[src/rtl/cpu_input_port_if.sv]
// CPU read bus for the input port: strobe/address from the CPU, data/ready back.
interface cpu_input_port_if;
    logic       input_read_enable;
    logic [7:0] input_data_address;
    logic [7:0] input_data_out;
    logic       input_data_ready;

    modport master (
        output input_read_enable,
        output input_data_address,
        input  input_data_out,
        input  input_data_ready
    );

    modport slave (
        input  input_read_enable,
        input  input_data_address,
        output input_data_out,
        output input_data_ready
    );
endinterface

[src/rtl/cpu_input_port.sv]
// Debounced switch/button input port: enter presses capture the switch byte into
// a FIFO that the CPU drains, along with status and live switch reads.
module cpu_input_port #(
    parameter int DEBOUNCE_CYCLES = 16,
    parameter int FIFO_DEPTH      = 4
) (
    input  logic             clk,
    input  logic             reset,
    input  logic [8:0]       fpga_in,
    cpu_input_port_if.slave  bus
);
    localparam int CW = (DEBOUNCE_CYCLES > 1) ? $clog2(DEBOUNCE_CYCLES) : 1;
    localparam int AW = (FIFO_DEPTH > 1) ? $clog2(FIFO_DEPTH) : 1;

    typedef enum logic [1:0] {
        S_IDLE         = 2'd0,
        S_PRESS_WAIT   = 2'd1,
        S_PRESSED      = 2'd2,
        S_RELEASE_WAIT = 2'd3
    } state_e;

    logic [8:0]    sync1_q, sync2_q;
    logic [7:0]    sw_sync;
    logic          btn_sync;
    state_e        state_q, state_d;
    logic [CW-1:0] cnt_q, cnt_d;
    logic          capture;
    logic [7:0]    mem_q [FIFO_DEPTH];
    logic [7:0]    mem_d [FIFO_DEPTH];
    logic [AW-1:0] wr_ptr_q, wr_ptr_d, rd_ptr_q, rd_ptr_d;
    logic [AW:0]   count_q, count_d;
    logic          ovf_q, ovf_d;
    logic [7:0]    data_out_q, data_out_d;
    logic          ready_q, ready_d;
    logic          empty, full, pop, push, status_rd;

    assign sw_sync  = sync2_q[7:0];
    assign btn_sync = sync2_q[8];

    // Two-flop synchronizer for the asynchronous switch and button inputs
    always_ff @(posedge clk or negedge reset) begin
        if (!reset) begin
            sync1_q <= 9'h000;
            sync2_q <= 9'h000;
        end else begin
            sync1_q <= fpga_in;
            sync2_q <= sync1_q;
        end
    end

    // Debounce FSM: a full stable window is needed to enter or leave PRESSED
    always_comb begin
        state_d = state_q;
        cnt_d   = cnt_q;
        capture = 1'b0;
        case (state_q)
            S_IDLE: begin
                if (btn_sync) begin
                    state_d = S_PRESS_WAIT;
                    cnt_d   = {CW{1'b0}};
                end else begin
                    state_d = S_IDLE;
                end
            end
            S_PRESS_WAIT: begin
                if (!btn_sync) begin
                    state_d = S_IDLE;
                end else if (cnt_q == CW'(DEBOUNCE_CYCLES - 1)) begin
                    state_d = S_PRESSED;
                    capture = 1'b1;
                end else begin
                    cnt_d = cnt_q + CW'(1);
                end
            end
            S_PRESSED: begin
                if (!btn_sync) begin
                    state_d = S_RELEASE_WAIT;
                    cnt_d   = {CW{1'b0}};
                end else begin
                    state_d = S_PRESSED;
                end
            end
            S_RELEASE_WAIT: begin
                if (btn_sync) begin
                    state_d = S_PRESSED;
                end else if (cnt_q == CW'(DEBOUNCE_CYCLES - 1)) begin
                    state_d = S_IDLE;
                end else begin
                    cnt_d = cnt_q + CW'(1);
                end
            end
            default: begin
                state_d = S_IDLE;
                cnt_d   = {CW{1'b0}};
            end
        endcase
    end

    // FIFO bookkeeping and the registered CPU read mux; reads see pre-edge state
    always_comb begin
        empty     = (count_q == '0);
        full      = (count_q == (AW+1)'(FIFO_DEPTH));
        pop       = bus.input_read_enable && (bus.input_data_address == 8'h00) && !empty;
        status_rd = bus.input_read_enable && (bus.input_data_address == 8'h01);
        push      = capture && (!full || pop);

        mem_d = mem_q;
        if (push) begin
            mem_d[wr_ptr_q] = sw_sync;
        end else begin
            mem_d[wr_ptr_q] = mem_q[wr_ptr_q];
        end

        wr_ptr_d = push ? (wr_ptr_q + AW'(1)) : wr_ptr_q;
        rd_ptr_d = pop  ? (rd_ptr_q + AW'(1)) : rd_ptr_q;

        if (push && !pop) begin
            count_d = count_q + (AW+1)'(1);
        end else if (pop && !push) begin
            count_d = count_q - (AW+1)'(1);
        end else begin
            count_d = count_q;
        end

        // A dropped capture sets the flag even when a status read clears it
        if (capture && full && !pop) begin
            ovf_d = 1'b1;
        end else if (status_rd) begin
            ovf_d = 1'b0;
        end else begin
            ovf_d = ovf_q;
        end

        data_out_d = data_out_q;
        if (bus.input_read_enable) begin
            case (bus.input_data_address)
                8'h00:   data_out_d = empty ? 8'h00 : mem_q[rd_ptr_q];
                8'h01:   data_out_d = {4'(count_q), 1'b0, ovf_q, full, empty};
                8'h02:   data_out_d = sw_sync;
                default: data_out_d = 8'h00;
            endcase
        end else begin
            data_out_d = data_out_q;
        end

        ready_d = (count_d != '0);
    end

    // Control state registers
    always_ff @(posedge clk or negedge reset) begin
        if (!reset) begin
            state_q    <= S_IDLE;
            cnt_q      <= {CW{1'b0}};
            wr_ptr_q   <= {AW{1'b0}};
            rd_ptr_q   <= {AW{1'b0}};
            count_q    <= '0;
            ovf_q      <= 1'b0;
            data_out_q <= 8'h00;
            ready_q    <= 1'b0;
        end else begin
            state_q    <= state_d;
            cnt_q      <= cnt_d;
            wr_ptr_q   <= wr_ptr_d;
            rd_ptr_q   <= rd_ptr_d;
            count_q    <= count_d;
            ovf_q      <= ovf_d;
            data_out_q <= data_out_d;
            ready_q    <= ready_d;
        end
    end

    // FIFO storage; contents are meaningless until written so it has no reset
    always_ff @(posedge clk) begin
        mem_q <= mem_d;
    end

    assign bus.input_data_out   = data_out_q;
    assign bus.input_data_ready = ready_q;
endmodule

[src/flat_wrapper.sv]
// flat-port wrapper written by rule: the top's interface ports become plain ports
module cpu_input_port_flat 
#(
    parameter int DEBOUNCE_CYCLES = 16,
    parameter int FIFO_DEPTH      = 4
)
  (clk, reset, fpga_in, bus_input_read_enable, bus_input_data_address, bus_input_data_out, bus_input_data_ready);
  cpu_input_port_if bus_i ();
  input  logic clk;
  input  logic reset;
  input  logic [8:0] fpga_in;
  input wire logic [$bits(bus_i.input_read_enable)-1:0] bus_input_read_enable;
  input wire logic [$bits(bus_i.input_data_address)-1:0] bus_input_data_address;
  output wire logic [$bits(bus_i.input_data_out)-1:0] bus_input_data_out;
  output wire logic [$bits(bus_i.input_data_ready)-1:0] bus_input_data_ready;
  assign bus_i.input_read_enable = bus_input_read_enable;
  assign bus_i.input_data_address = bus_input_data_address;
  assign bus_input_data_out = bus_i.input_data_out;
  assign bus_input_data_ready = bus_i.input_data_ready;
  cpu_input_port #(.DEBOUNCE_CYCLES(DEBOUNCE_CYCLES), .FIFO_DEPTH(FIFO_DEPTH)) u_core (.clk(clk), .reset(reset), .fpga_in(fpga_in), .bus(bus_i));
endmodule
[config.mk]
export PLATFORM = sky130hd
export DESIGN_NAME = cpu_input_port_flat
export DESIGN_NICKNAME = d
export VERILOG_FILES = /design/src/rtl/cpu_input_port_if.sv /design/src/rtl/cpu_input_port.sv /design/src/flat_wrapper.sv
export SDC_FILE = /design/constraint.sdc
export NUM_CORES = 1
export LEC_CHECK = 0
export ABC_AREA = 1
export CAP_MARGIN = 20
export CORE_MARGIN = 3
export CORE_UTILIZATION = 58
export CTS_CLUSTER_SIZE = 24
export DETAILED_ROUTE_END_ITERATION = 10
export MAX_ROUTING_LAYER = met4
export PLACE_DENSITY = 0.8
export SLEW_MARGIN = 10
export SYNTH_ARGS = -nofsm -noshare
export SYNTH_HDL_FRONTEND = slang
export SYNTH_SLANG_ARGS = --single-unit
[constraint.sdc]
create_clock -name clk -period 2.2 [get_ports clk]
set_clock_uncertainty 0.15 [all_clocks]
set_input_delay 0.66 -clock clk [delete_from_list [all_inputs] [get_ports clk]]
set_output_delay 0.66 -clock clk [all_outputs]
set_load 0.01 [all_outputs]
=== Word level (Yosys, flattened, before mapping) ===
Cells that the tools add are included.

* Reductions and logical operators: 21
* $lt $le $gt $ge: 3
* Equality and inequality tests: 13
* Add/subtract/negate cells: 5
* Multiplexer cells: 33
* Bitwise gates (word level): 2

{| class="wikitable"
|+ Operator list
! cell !! number
|-
| 32-bit bitwise mux || 2
|-
| 8-bit 2-to-1 mux || 6
|-
| 8-bit binary-select mux with 2-bit select || 2
|-
| 32-bit 2-to-1 mux || 1
|-
| 8-bit one-hot mux with 3 select lines || 1
|-
| 4-bit 2-to-1 mux || 5
|-
| 8-bit demux with 2-bit select || 1
|-
| 4-bit one-hot mux with 4 select lines || 1
|-
| 1-bit logical AND || 9
|-
| 8-bit by 1-bit == test with 1-bit output, second input constant || 1
|-
| 8-bit by 2-bit == test with 1-bit output, second input constant || 1
|-
| 8-bit logical NOT || 1
|-
| 2-bit 2-to-1 mux || 4
|-
| 2-bit one-hot mux with 4 select lines || 1
|-
| 1-bit 2-to-1 mux || 7
|-
| 3-bit >= comparator, second input constant || 2
|-
| 3-bit 2-to-1 mux || 2
|-
| 2-bit NOT with 3-bit output || 2
|-
| 2-bit by 1-bit adder with 2-bit output, second input constant || 2
|-
| 4-bit by 1-bit adder with 4-bit output, second input constant || 1
|-
| 2-bit == test, second input constant || 2
|-
| 4-bit == test, second input constant || 1
|-
| 1-bit logical NOT || 4
|-
| 2-bit by 1-bit inequality test with 1-bit output, second input constant || 2
|-
| 15 further kinds || 16
|}

* Word-level logic and storage cells: 91
* Register bits: 73
* Input bits: 20

=== Depth between registers and ports, before layout ===
* Depth after elaboration: 10
* Mapped depth: 11

=== Worst setup path before layout ===
No wires, ideal clock.

* Kind: input-to-reg
* Start: input port bus_input_data_address[5]
* End: register u_core.mem_q[0] (netlist name), data pin
* Path buffers: 0
* Arrival: 1.602 ns
* Required time: 1.788 ns
* Setup time: 0.262 ns
* Stages: 8
* Slack: 0.186 ns
* Cells stage by stage: nor2_2 -> nand2_4 -> nor2_2 -> nand3_2 -> nand2_4 -> nand2_8 -> nor2_1 -> nor3_1

{| class="wikitable"
|+ RTL lines
! item !! line !! text
|-
| start, declared || flat_wrapper.sv:13 || <nowiki>input wire logic [$bits(bus_i.input_data_address)-1:0] bus_input_data_address;</nowiki>
|-
| end signal, assigned || cpu_input_port.sv:174 || <nowiki>mem_q <= mem_d;</nowiki>
|-
| end, declared || cpu_input_port.sv:28 || <nowiki>logic [7:0] mem_q [FIFO_DEPTH];</nowiki>
|}

==> out/results.ini <==
[detailed_routing]
drtAntennaViolNets = 0
wl_met2_um = 4524
met1_length_um = 3516
drt_iter0_drc = 253
drt_wl_total_um = 8996
routedWlPerCell_um = 17.47
drc = 0
vias = 2989
first_pass_iters = 6
via_per_inst = 5.804
wl_met3_um = 691
highest_layer = met4

[grt]
antenna_found_initial = 0
grt_pass1_vias = 2907
track_usage = 0.2561
grt_overflow = 0
grt_pass1_wl_um = 13860
grt_max_degree = 42

[worst_setup_path]
end_kind = flip-flop
path_cells = ha_1, nand3_2, nor3b_4, nand2_8, buf_12, nor2_4, nor3_2
crit_family = simple AND/OR/NAND/NOR gates
crit_slowest_cell = dfrtp_1
critPathLaunchType = flip-flop
cp_num_buf_inv = 1
required_ns = 2.14
crit_fanout = 6
crit_arrival_ns = 2.04
critPathMaxStageDelay_ns = 0.40
path_class = flip-flop to flip-flop

[floorplanning]
row_count = 28
dieArea_sq_um = 7225
die-width_um = 85
io_pins = 29
initial_core_util = 0.6042
core_area_sq_um = 5991
die_h_um = 85

[finish]
drive_gt1_frac = 0.2750
nNetsFinal = 463
register_area_sq_um = 1987
utilization = 0.7698
area_growth_pct = 27.41
fillers = 384
n_antenna_cell = 0
multi_input_area_sq_um = 1583

[timing]
fin_setup_tns_ns = 0
drv_slew = 0
setup_viol = 0
min_period_over_period = 0.9535
slew_headroom = 0.5886
hold_viol = 0
fmax_mhz = 476.7
timing.hold.ws_ns = 0.1992
worst_pin_slew_ns = 0.6172
period_minus_slack_ns = 2.098
grt_setup_unrepaired = false
setup_ws_ns = 0.1023

[run_status]
outcome = finished, final reports clean

[flow_run]
cap_violations = 0

[synth]
synth_edf_count = 32
synth.most_common_cell = o21ai_0
ys_warn_count = 0
synthesis.instances = 370
synth_flop_cell = dfrtp_1
synth_seq_cells = 73
async_flop_share = 0.5616
syn-num-nets = 398
postSynthAreaPerCell_sq_um = 9.783
synth_area_leader_cell = dfrtp_1
synthDistinctLibCells = 35
ys_seq_area_frac = 0.5489
netlist_top_cells_count = 55 x o21ai_0, 45 x nand2_1, 41 x dfrtp_1
synth_top_area_frac = 0.2834
netlist_top_cells_area = dfrtp_1 28%, edfxtp_1 27%, o21ai_0 7.6%
netlist_area_sq_um = 3620

[pwr]
ir_worst_vdd_uv = 691.3
p_leak_nw = 1.950
power_mw = 2.990
power_density_nw_per_um2 = 648.2

[placed_design]
portBuffers = 28
dp_slack_ns = -0.3362
finalWeightedCongestion = 0.8901
hpwl_um = 5951

[min_path]
hold_path.class = primary input to asynchronous set/reset pin

[clocking]
cts_max_path_buffers = 2
path_clk_slew_ns = 0.09
numCtsBuffers = 9
cts_tree = yes
clock-sinks = 73
cts_root_buffer = clkbuf_8
clock_tree.htree_level_count = 3
clkLatencyLatePin_ns = 0.35

routing by layer:
metal / track usage / up-vias
met3: 0.05728 / 30
met1: 0.3219 / 1406
met2: 0.4011 / 159
met4: 0.1094 / 0
li1: - / 1394
met5: - / -
sequential cells by signal (all words and copies together) (netlist names), named ones only:
signal / count
u_core.mem_q: 32
u_core.cnt_q: 4
u_core.bus.input_data_ready: 1
u_core.bus.input_data_out: 8
u_core.ovf_q: 1
u_core.rd_ptr_q: 2
u_core.sync1_q: 9
u_core.sync2_q: 9
u_core.state_q: 1
u_core.wr_ptr_q: 2
u_core.count_q: 3
repair_timing:
action | in CTS | in global routing
resized for setup | 0 | 51
hold buffers | 0 | 0
setup endpoints to repair | 0 | 36
setup buffers | 0 | 3
layout by cell type (no fill, tap or decap), types with 7 or more instances in the layout:
master and n:
o21ai_0 55, nand2_1 45, dfrtp_1 41, buf_4 33, edfxtp_1 32, inv_1 30, a21oi_1 23, nor3_2 22
clkdlybuf4s50_1 19, nor2_1 18, nor2_4 15, nor3_1 10, nand3_1 10, clkbuf_8 9, nor2_2 8, dlymetal6s2s_1 8
ha_1 7
final cells by class:
cell class                      instances  area share
Timing Repair Buffer                   63      0.1264
Inverter                               41     0.03907
Tap cell                               75     0.02035
Multi-Input combinational cell        247      0.3432
Clock buffer                            9     0.02686
Clock inverter                          7     0.01329
Sequential cell                        73      0.4308
where the power goes:
part	total (mW)	switching (mW)	internal, mW
sequential	1.56	0.0545	1.50
combinational	0.450	0.266	0.184
clock	0.981	0.550	0.431
total	2.99	0.871	2.12
cells by family after synthesis:
logic type	share of synthesized area
flops	0.5489
compound gates	0.1262
buf+inv	0.06049
fa+ha+maj	0.02765
xor+xnor	0.01210
simple gates	0.2247
metrics by stage:
step,instances,area [sq um]
floorplan,370,3620
global placement,496,4203
detailed placement,496,4203
CTS,512,4388
global route,515,4612
finish,515,4612
worst paths after layout:
check                                       start                            to  slack [ns]  cells past startpoint
max in group asynchronous                   reset             u_core.sync1_q[3]        1.31                      2
worst min-delay path                        reset  u_core.bus.input_data_out[0]        0.20                      2
worst min register to register  u_core.sync1_q[3]             u_core.sync2_q[3]        0.20                      0
worst max register to register    u_core.cnt_q[0]              u_core.mem_q[28]        0.10                      7
worst max-delay path              u_core.cnt_q[0]              u_core.mem_q[28]        0.10                      7
min in group clk                u_core.sync1_q[3]             u_core.sync2_q[3]        0.20                      0
Note: power is estimated with default switching activity, not from simulation.
